$ cat src/rtl/loader_pkg.sv
// Shared definitions for the memory image loader: FSM state encoding and word geometry helpers.
package loader_pkg;

    typedef enum logic [1:0] {
        ST_IDLE  = 2'd0,
        ST_LOAD  = 2'd1,
        ST_FLUSH = 2'd2,
        ST_DONE  = 2'd3
    } state_e;

    // Bytes per memory word.
    function automatic int unsigned bpw(input int unsigned data_width);
        return data_width / 8;
    endfunction

    // Index width that stays at least one bit wide for single-byte words.
    function automatic int unsigned clog2_min1(input int unsigned n);
        return (n > 1) ? $clog2(n) : 1;
    endfunction

endpackage

$ cat src/rtl/byte_packer.sv
// Collects bytes into DATA_WIDTH words lane by lane; self-clears when a full word is pushed.
module byte_packer
    import loader_pkg::*;
#(
    parameter int unsigned DATA_WIDTH = 32,
    parameter int unsigned BIG_ENDIAN = 0
) (
    input  logic                  clk,
    input  logic                  rst,
    input  logic                  i_clear,
    input  logic                  i_push,
    input  logic [7:0]            i_data,
    output logic [DATA_WIDTH-1:0] o_word_c,
    output logic                  o_full_c
);

    localparam int unsigned     BPW      = bpw(DATA_WIDTH);
    localparam int unsigned     IDXW     = clog2_min1(BPW);
    localparam logic [IDXW-1:0] IDX_LAST = IDXW'(BPW - 1);

    logic [DATA_WIDTH-1:0] r_word;
    logic [IDXW-1:0]       r_idx;
    logic [IDXW-1:0]       w_lane;

    assign w_lane   = (BIG_ENDIAN != 0) ? (IDX_LAST - r_idx) : r_idx;
    assign o_full_c = (r_idx == IDX_LAST);

    // Word as it would look with the incoming byte merged into its lane.
    always_comb begin
        o_word_c = r_word;
        for (int i = 0; i < int'(BPW); i++) begin
            if (w_lane == IDXW'(i)) begin
                o_word_c[i*8 +: 8] = i_data;
            end
        end
    end

    always_ff @(posedge clk) begin
        if (rst || i_clear) begin
            r_word <= '0;
            r_idx  <= '0;
        end else if (i_push) begin
            if (o_full_c) begin
                r_word <= '0;
                r_idx  <= '0;
            end else begin
                r_word <= o_word_c;
                r_idx  <= r_idx + IDXW'(1);
            end
        end
    end

endmodule

$ cat src/rtl/mem_image_loader.sv
// Streams a byte image into sequential word writes starting at BASE_ADDR, with
// partial-word flush, done/word-count reporting and sticky address overflow.
module mem_image_loader
    import loader_pkg::*;
#(
    parameter int unsigned DATA_WIDTH = 32,
    parameter int unsigned ADDR_WIDTH = 16,
    parameter int unsigned BASE_ADDR  = 0,
    parameter int unsigned BIG_ENDIAN = 0
) (
    input  logic                  clk,
    input  logic                  rst,
    input  logic                  start,
    input  logic                  in_valid,
    input  logic [7:0]            in_data,
    input  logic                  in_last,
    output logic                  in_ready,
    output logic                  mem_we,
    output logic [ADDR_WIDTH-1:0] mem_addr,
    output logic [DATA_WIDTH-1:0] mem_wdata,
    output logic                  busy,
    output logic                  done,
    output logic [ADDR_WIDTH:0]   word_count,
    output logic                  err_overflow
);

    localparam logic [ADDR_WIDTH-1:0] ADDR_BASE = ADDR_WIDTH'(BASE_ADDR);
    localparam logic [ADDR_WIDTH-1:0] ADDR_MAX  = '1;

    state_e                r_state;
    logic [ADDR_WIDTH-1:0] r_addr;
    logic                  r_top_written;
    logic                  r_in_ready;
    logic                  r_mem_we;
    logic [ADDR_WIDTH-1:0] r_mem_addr;
    logic [DATA_WIDTH-1:0] r_mem_wdata;
    logic                  r_busy;
    logic                  r_done;
    logic [ADDR_WIDTH:0]   r_word_count;
    logic                  r_err;

    logic                  w_start_ok;
    logic                  w_xfer;
    logic                  w_clear;
    logic [DATA_WIDTH-1:0] w_word;
    logic                  w_full;

    assign w_start_ok = start && ((r_state == ST_IDLE) || (r_state == ST_DONE));
    assign w_xfer     = in_valid && r_in_ready && (r_state == ST_LOAD);
    assign w_clear    = w_start_ok || (w_xfer && in_last);

    byte_packer #(
        .DATA_WIDTH (DATA_WIDTH),
        .BIG_ENDIAN (BIG_ENDIAN)
    ) u_packer (
        .clk      (clk),
        .rst      (rst),
        .i_clear  (w_clear),
        .i_push   (w_xfer),
        .i_data   (in_data),
        .o_word_c (w_word),
        .o_full_c (w_full)
    );

    always_ff @(posedge clk) begin
        if (rst) begin
            r_state       <= ST_IDLE;
            r_addr        <= ADDR_BASE;
            r_top_written <= 1'b0;
            r_in_ready    <= 1'b0;
            r_mem_we      <= 1'b0;
            r_mem_addr    <= '0;
            r_mem_wdata   <= '0;
            r_busy        <= 1'b0;
            r_done        <= 1'b0;
            r_word_count  <= '0;
            r_err         <= 1'b0;
        end else begin
            r_mem_we <= 1'b0;
            case (r_state)
                ST_IDLE, ST_DONE: begin
                    if (w_start_ok) begin
                        r_state       <= ST_LOAD;
                        r_addr        <= ADDR_BASE;
                        r_top_written <= 1'b0;
                        r_word_count  <= '0;
                        r_err         <= 1'b0;
                        r_in_ready    <= 1'b1;
                        r_busy        <= 1'b1;
                        r_done        <= 1'b0;
                    end
                end
                ST_LOAD: begin
                    r_in_ready <= 1'b1;
                    if (w_xfer && (w_full || in_last)) begin
                        r_in_ready <= 1'b0;
                        if (r_top_written) begin
                            // The top address is already used: drop the word rather than wrap.
                            r_err   <= 1'b1;
                            r_state <= ST_DONE;
                            r_busy  <= 1'b0;
                            r_done  <= 1'b1;
                        end else begin
                            r_mem_we     <= 1'b1;
                            r_mem_addr   <= r_addr;
                            r_mem_wdata  <= w_word;
                            r_word_count <= r_word_count + (ADDR_WIDTH + 1)'(1);
                            if (r_addr == ADDR_MAX) begin
                                r_top_written <= 1'b1;
                            end else begin
                                r_addr <= r_addr + ADDR_WIDTH'(1);
                            end
                            if (in_last && w_full) begin
                                r_state <= ST_DONE;
                                r_busy  <= 1'b0;
                                r_done  <= 1'b1;
                            end else if (in_last) begin
                                r_state <= ST_FLUSH;
                            end
                        end
                    end
                end
                ST_FLUSH: begin
                    r_state <= ST_DONE;
                    r_busy  <= 1'b0;
                    r_done  <= 1'b1;
                end
                default: r_state <= ST_IDLE;
            endcase
        end
    end

    assign in_ready     = r_in_ready;
    assign mem_we       = r_mem_we;
    assign mem_addr     = r_mem_addr;
    assign mem_wdata    = r_mem_wdata;
    assign busy         = r_busy;
    assign done         = r_done;
    assign word_count   = r_word_count;
    assign err_overflow = r_err;

endmodule

$ cat config.mk
export PLATFORM = sky130hd
export DESIGN_NAME = mem_image_loader
export DESIGN_NICKNAME = d
export VERILOG_FILES = /design/src/rtl/loader_pkg.sv /design/src/rtl/byte_packer.sv /design/src/rtl/mem_image_loader.sv
export SDC_FILE = /design/constraint.sdc
export NUM_CORES = 1
export LEC_CHECK = 0
export ABC_AREA = 1
export CAP_MARGIN = 20
export CORE_MARGIN = 5
export CORE_UTILIZATION = 49
export CTS_BUF_LIST = sky130_fd_sc_hd__clkbuf_16
export CTS_CLUSTER_DIAMETER = 60
export DETAILED_ROUTE_END_ITERATION = 10
export PLACE_DENSITY = 0.87
export SYNTH_ARGS = -nofsm -noshare
export SYNTH_HDL_FRONTEND = slang
export SYNTH_HIERARCHICAL = 1
export SYNTH_SLANG_ARGS = --single-unit
export TNS_END_PERCENT = 10
$ cat constraint.sdc
create_clock -name clk -period 1.5 [get_ports clk]
set_input_delay 0.225 -clock clk [delete_from_list [all_inputs] [get_ports clk]]
set_output_delay 0.225 -clock clk [all_outputs]
set_load 0.02 [all_outputs]
==> metrics.md, run 1 <==
| Metric | Value |
|---|---|
| Gr usage total | 0.263 |
| Chip height | approximately 120 um |
| Flop pwr share | 0.299 |
| Mapped Area | around 0.0058 mm^2 |
| Max Buffers Root-to-Sink | 2 |
| First-pass GRT wire length | 30400 um |
| RSZ-0062 raised after global routing | yes |
| Sequential-to-total area share from yosys stat | 0.427 |
| Fmax | 564 MHz |
| Hold_ws | about 320 ps |
| Crit Path Class | register to register |
| Rows | 39 |
| Routed Antenna Nets | 0 |
| Final period utilization | 1.18 |
| Count leader, synth | nand2_1 |
| Syn-to-layout area delta | 43.0% |
| Vias in the first global route | 6350 |
| Data required, critical path | 1790 ps |
| Min setup slack post-route | -272 ps |
| Largest area contributor in the netlist | dfxtp_1 |
| Avg WL per Cell | approximately 17 um |
| Arrival time at the worst endpoint | a little over 2000 ps |
| Status | complete, but fails checks |
| Hold Crit Start | rst |
| Final Core Density | 0.719 |
| Top-area cell type share of the netlist area | 0.427 |
| Worst-Margin Slew | 527 ps |
| CP max stage delay | approximately 360 ps |
| Number of synthesized flops with an enable pin | 0 |
| Total power | 11.7 mW |
| Clock transition at path regs | 60 ps |
| Switching share of power | 0.359 |
| Iteration-0 DRC Markers | 538 |
| Global placement routability congestion | 0.988 |
| NetSw | approximately 4.2 mW |
| P_leak | 3.48 nW |
| Clk sinks | 123 |
| Post-Route WL | 19500 um |
| Clk_skew | slightly above 9 ps |
| Final Cell Area | around 0.008 mm^2 |
| DRC | 0 |
| Share of cells above drive strength 1 | 0.267 |
| Crit path capture type | register |
| Num ports | between 80 and 90 |
| Clock Latency Late Sink | about 420 ps |
| Relative slew slack | 0.649 |
| IO Port Bufs | 82 |
| Total die area | 0.0140 mm^2 |
| Worst reg2reg setup slack | -270 ps |
| Crit-path max FO | 6 |
| Met2 GRT Util | 0.454 |
| Post-Layout Cell Count | 1113 |
| Top FF cell, synth | dfxtp_1 |
| Fin. max-slew vios | 0 |
| Cell internal pwr | 7.51 mW |
| Synthesized flop and latch total | roughly 120 |
| Slowest cell on the critical path | dfxtp_4 |
| Starting Density | 0.503 |
| Cell Area, Placed | 0.00726 mm^2 |
| Max-capacitance violation count | 0 |
| Max VDD drop | 0.969 mV |
| Root Buffer Master | clkbuf_16 |
| Crit path top cell by count | buf_4 |
| CTS buffer count | 17 |
| Fill cells | between 800 and 900 |
| YS warnings | 6 |
| Worst hold path type | input port to register |
| Power per cell area | 1420 mW/mm^2 |
| CP Launch Type | register |
| Ant diodes | 0 |
| Detailed placement HPWL | 10900 um |
| Hold buffer count at cts | 0 |
| Dpl cells | 1072 |
| Dpl ws | -364 ps |
| Initial antenna violation count | 0 |
| Grt ovf | 0 |
| Failing checks | setup timing |
| Vias per inst | 5.68 |
| Die width | 118 um |
| Setup TNS | -19740 ps |
| Nets | 980 |
| Core area | 0.0115 mm^2 |
| CP Cell Sequence | inv_2 -> ha_4 -> buf_4 -> nand2_1 -> inv_1 -> nor2_4 -> nand2_4 -> buf_4 -> o21ai_0 -> a21oi_1 |
| Via count | 6318 |
| Ys async rst share | 0 |
| Clock power share | 0.327 |
| Syn avg cell area | 7.13 um^2 |
| GR peak layer | met2 |
| RR Endpoint | word_count[0] |
| Largest net degree at the start of global routing | 48 |
| Synth area leaders | dfxtp_1 43%, nand2_1 16%, a21oi_1 6.9%, nand3_1 6.3%, inv_1 3.6% |
| Met3 Track Usage GR | 0.0659 |
| CTS tree | yes |
| Most frequent cells after synthesis | 252 x nand2_1, 123 x dfxtp_1, 79 x a21oi_1, 72 x nand3_1 |
| Final-report setup violation count | ~120 |
| CTS HTree Levels | 4 |
| Comb power frac | 0.375 |
| Drt pass-1 iters | 6 |
| WHS Path Cells | 4 |
| Hold endpoint | r_addr[1] |
| R2R depth | 10 |
| Reg2reg start | r_state[1] |
| Syn nets | between 800 and 900 |
| Post-Syn Instances | between 800 and 900 |
| Library cells used by synthesis | 35 |
| Final Critical Period | 1770 ps |
| Met1 GRT Util | 0.295 |
| Endpoints failing hold | 0 |
worst max-delay path by stage:
stage	from	end	slack (ps)	cells after the start
6_report	r_state[1]	word_count[0]	-270	10
5_1_grt	r_state[1]	word_count[2]	-350	11
4_1_cts	r_state[0]	r_addr[9]	-200	13
3_5_place_dp	in_valid	u_packer/r_word[27]	-360	9
3_3_place_gp	in_valid	u_packer/r_word[28]	-330	9
2_1_floorplan	r_state[1]	r_addr[4]	-90	13
what timing repair did:
action | in CTS | in global routing
setup endpoints to repair | 188 | 124
cloned | 4 | 0
buffers inserted | 5 | 3
pin swaps | 56 | 17
resized for setup | 149 | 59
flip-flops by register name, summed over array words and instances, names as in the netlist, 2 cells and up:
name	flops
mem_addr	16
mem_wdata	32
r_addr	16
r_state	2
u_packer/r_idx	2
u_packer/r_word	32
word_count	17
metal layers:
layer / share of wire / up-vias
met5: 0 / -
met4: 0.042 / 0
met3: 0.079 / 92
met2: 0.51 / 353
met1: 0.37 / 2956
li1: - / 2917
power groups by stage:
stage,registers [mW],clock network [mW],logic (mW)
floorplan,3.61,0,1.80
global placement,3.54,0,3.17
detailed placement,3.54,0,3.22
CTS,3.49,3.85,3.95
global route,3.51,4.01,4.61
finish,3.50,3.83,4.39
final cells by class:
cell class              instances  area [um^2]  area share
multi-input cells             586         3230       0.391
repair buffers                169         1580       0.191
clock inverters                14          116      0.0141
clock buffers                  17          425      0.0516
flip-flops and latches        123         2470       0.300
inverters                      61          245      0.0298
well taps                     143          179      0.0217
worst max-delay path, delay by kind of cell (launching register included):
family                     cells  cell delay [ps]
DFF                            1              360
adders and majority gates      1              180
AOI/OAI and AO/OA              2              300
and+or+nand+nor                3              360
buffers and inverters          4              430
logic make-up after synthesis:
family / synth area share
AO/OA/AOI/OAI: 0.138
XOR/XNOR: 0.0122
adder cells (fa/ha/maj): 0.0195
buffers and inverters: 0.0860
flip-flops: 0.427
AND/OR/NAND/NOR: 0.318
cells in the final DEF (no fill, tap or decap), types with 3 or more instances in the layout:
cell type        netlist  final
xor2_1                 6      6
buf_4                  0     65
nand2_2               20     35
nor3_4                 0      4
dlygate4sd2_1          0     69
nand3_1               72     68
o21ai_1                2      6
inv_4                  0      3
o21ai_0               30     15
clkinv_1               0      4
nor2_2                 3      7
nand3_2                0      3
a21oi_1               79     64
dfxtp_1              123    119
nor3_2                 1      7
a21oi_2               20     35
inv_2                  5     12
nand2_4                1      7
nor2_1                55     45
nor2_4                 1      8
ha_4                   0      3
inv_1                 55     48
buf_12                 2      9
o21ai_2                1     11
clkbuf_16              0     17
nand4_1                7      7
buf_6                  7     11
nor3_1                14      4
ha_1                   9      6
nand2_1              252    231
clkdlybuf4s50_1        0     11
No activity file was read; power rests on OpenSTA's default activity.
==> run 2: changes to the inputs <==
- clock period: 1.5 -> 1.6 ns (I/O delays scaled with it)
==> metrics.md, run 2 (synthesis gave the netlist of run 1 again) <==
| Metric | Value |
|---|---|
| Max-capacitance violation count | 0 |
| Clock Latency Late Sink | 420 ps |
| RSZ-0062 raised after global routing | yes |
| Data required, critical path | between 1500 and 2000 ps |
| Rows | 39 |
| Cell Area, Placed | a little over 0.007 mm^2 |
| Gr usage total | 0.238 |
| Delay-heaviest family, CP | simple AND/OR/NAND/NOR gates |
| Worst-Margin Slew | 625 ps |
| Total die area | 0.0140 mm^2 |
| Drt pass-1 iters | 5 |
| IO Port Bufs | 82 |
| Flop pwr share | 0.275 |
| CP Cell Sequence | inv_4 -> ha_4 -> inv_4 -> nand2_2 -> nand2_2 -> nor2_4 -> nand2_8 -> buf_6 -> nor2_4 -> nand3_2 -> nand2_1 -> nor2_1 |
| Routed Antenna Nets | 0 |
| Hold_ws | 151 ps |
| Post-Route WL | 18800 um |
| Status | complete, but fails checks |
| Chip height | 118 um |
| CP Launch Type | register |
| CTS HTree Levels | 4 |
| Dpl ws | -298 ps |
| Syn-to-layout area delta | 44.7% |
| Power per cell area | 1440 mW/mm^2 |
| CTS tree | yes |
| Crit-path max FO | 7 |
| Crit Path Class | register to register |
| Endpoints failing hold | 0 |
| Final Core Density | 0.727 |
| Share of cells above drive strength 1 | 0.260 |
| Clock transition at path regs | 60 ps |
| DRC | 0 |
| Cell internal pwr | approximately 7.9 mW |
| NetSw | between 4 and 5 mW |
| Die width | 118 um |
| Arrival time at the worst endpoint | 2090 ps |
| Via count | 6112 |
| Largest net degree at the start of global routing | 49 |
| Max Buffers Root-to-Sink | 2 |
| Grt ovf | 0 |
| CP max stage delay | between 300 and 400 ps |
| Vias per inst | 5.57 |
| P_leak | 3.76 nW |
| Fmax | approximately 560 MHz |
| Relative slew slack | 0.583 |
| Slowest cell on the critical path | dfxtp_4 |
| Min setup slack post-route | -186 ps |
| Iteration-0 DRC Markers | approximately 420 |
| Comb power frac | 0.352 |
| Total power | 12.0 mW |
| Ant diodes | 0 |
| Core area | 0.0115 mm^2 |
| Avg WL per Cell | approximately 17 um |
| Num ports | 83 |
| Vias in the first global route | between 5000 and 6000 |
| Most common cell after layout, fill and taps aside | nand2_1 |
| Nets | 964 |
| Clk sinks | 123 |
| Max VDD drop | 1.19 mV |
| Initial antenna violation count | 0 |
| CTS buffer count | 17 |
| Fill cells | 806 |
| Final Critical Period | between 1500 and 2000 ps |
| Clock power share | 0.373 |
| Starting Density | 0.503 |
| Clk_skew | roughly 5.4 ps |
| Final period utilization | 1.12 |
| Hold buffer count at cts | 0 |
| Final Cell Area | 0.00834 mm^2 |
| Switching share of power | 0.340 |
| Failing checks | setup timing |
| Global placement routability congestion | 0.883 |
| Detailed placement HPWL | 10800 um |
| CP Buf/Inv Count | 3 |
| Worst hold path type | input port to register |
| Fin. max-slew vios | 0 |
| Final-report setup violation count | 38 |
| Root Buffer Master | clkbuf_16 |
| Crit path capture type | register |
| First-pass GRT wire length | 27800 um |
| Commonest non-fill, non-tap cells in the layout | 234 x nand2_1, 119 x dfxtp_1, 64 x nand3_1 |
-- run 2: worst paths after layout --
check             slack [ps]  cells after the start             endpoint                start
setup reg to reg        -190                     12       word_count[15]           r_state[0]
hold / removal           150                      2        word_count[1]                  rst
hold reg to reg          440                      2  u_packer/r_word[30]  u_packer/r_word[30]
setup / recovery        -190                     12       word_count[15]           r_state[0]
-- run 2: repair_timing --
action,in CTS,in global routing
endpoints found under the setup margin,159,144
setup buffers,3,0
gates resized for setup,103,108
hold endpoints to repair,0,0
pin swaps,11,20
gates cloned,1,3
-- run 2: stage by stage --
stage,setup TNS (ps),cells
6_report,-3710,1098
5_1_grt,-9560,1098
3_3_place_gp,-20910,1059
3_5_place_dp,-25030,1059
2_1_floorplan,-410,809
4_1_cts,-775,1095
-- run 2: power groups by stage --
| stage | clock network (mW) | registers, mW | logic [mW] |
|---|---|---|---|
| after CTS | 4.47 | 3.27 | 3.46 |
| after global routing | 4.62 | 3.30 | 4.45 |
| after floorplan | 0 | 3.37 | 1.63 |
| final | 4.47 | 3.29 | 4.22 |
| after detailed placement | 0 | 3.31 | 2.93 |
| after global placement | 0 | 3.30 | 2.87 |
-- run 2: area by class of cell --
type | count | area [um^2] | area share
clock buffer | 17 | 425 | 0.0510
clock inverter | 15 | 253 | 0.0303
inverter | 61 | 254 | 0.0305
multi-input combinational | 585 | 3230 | 0.387
sequential | 123 | 2470 | 0.296
tap | 143 | 179 | 0.0215
timing repair buffer | 154 | 1530 | 0.183
-- run 2: metal layers --
metal	GRT usage	wire (um)	part of all wire
met3	0.0606	1080	0.058
met1	0.275	7290	0.39
met2	0.421	9750	0.52
met5	0	0	0
met4	0.0921	679	0.036
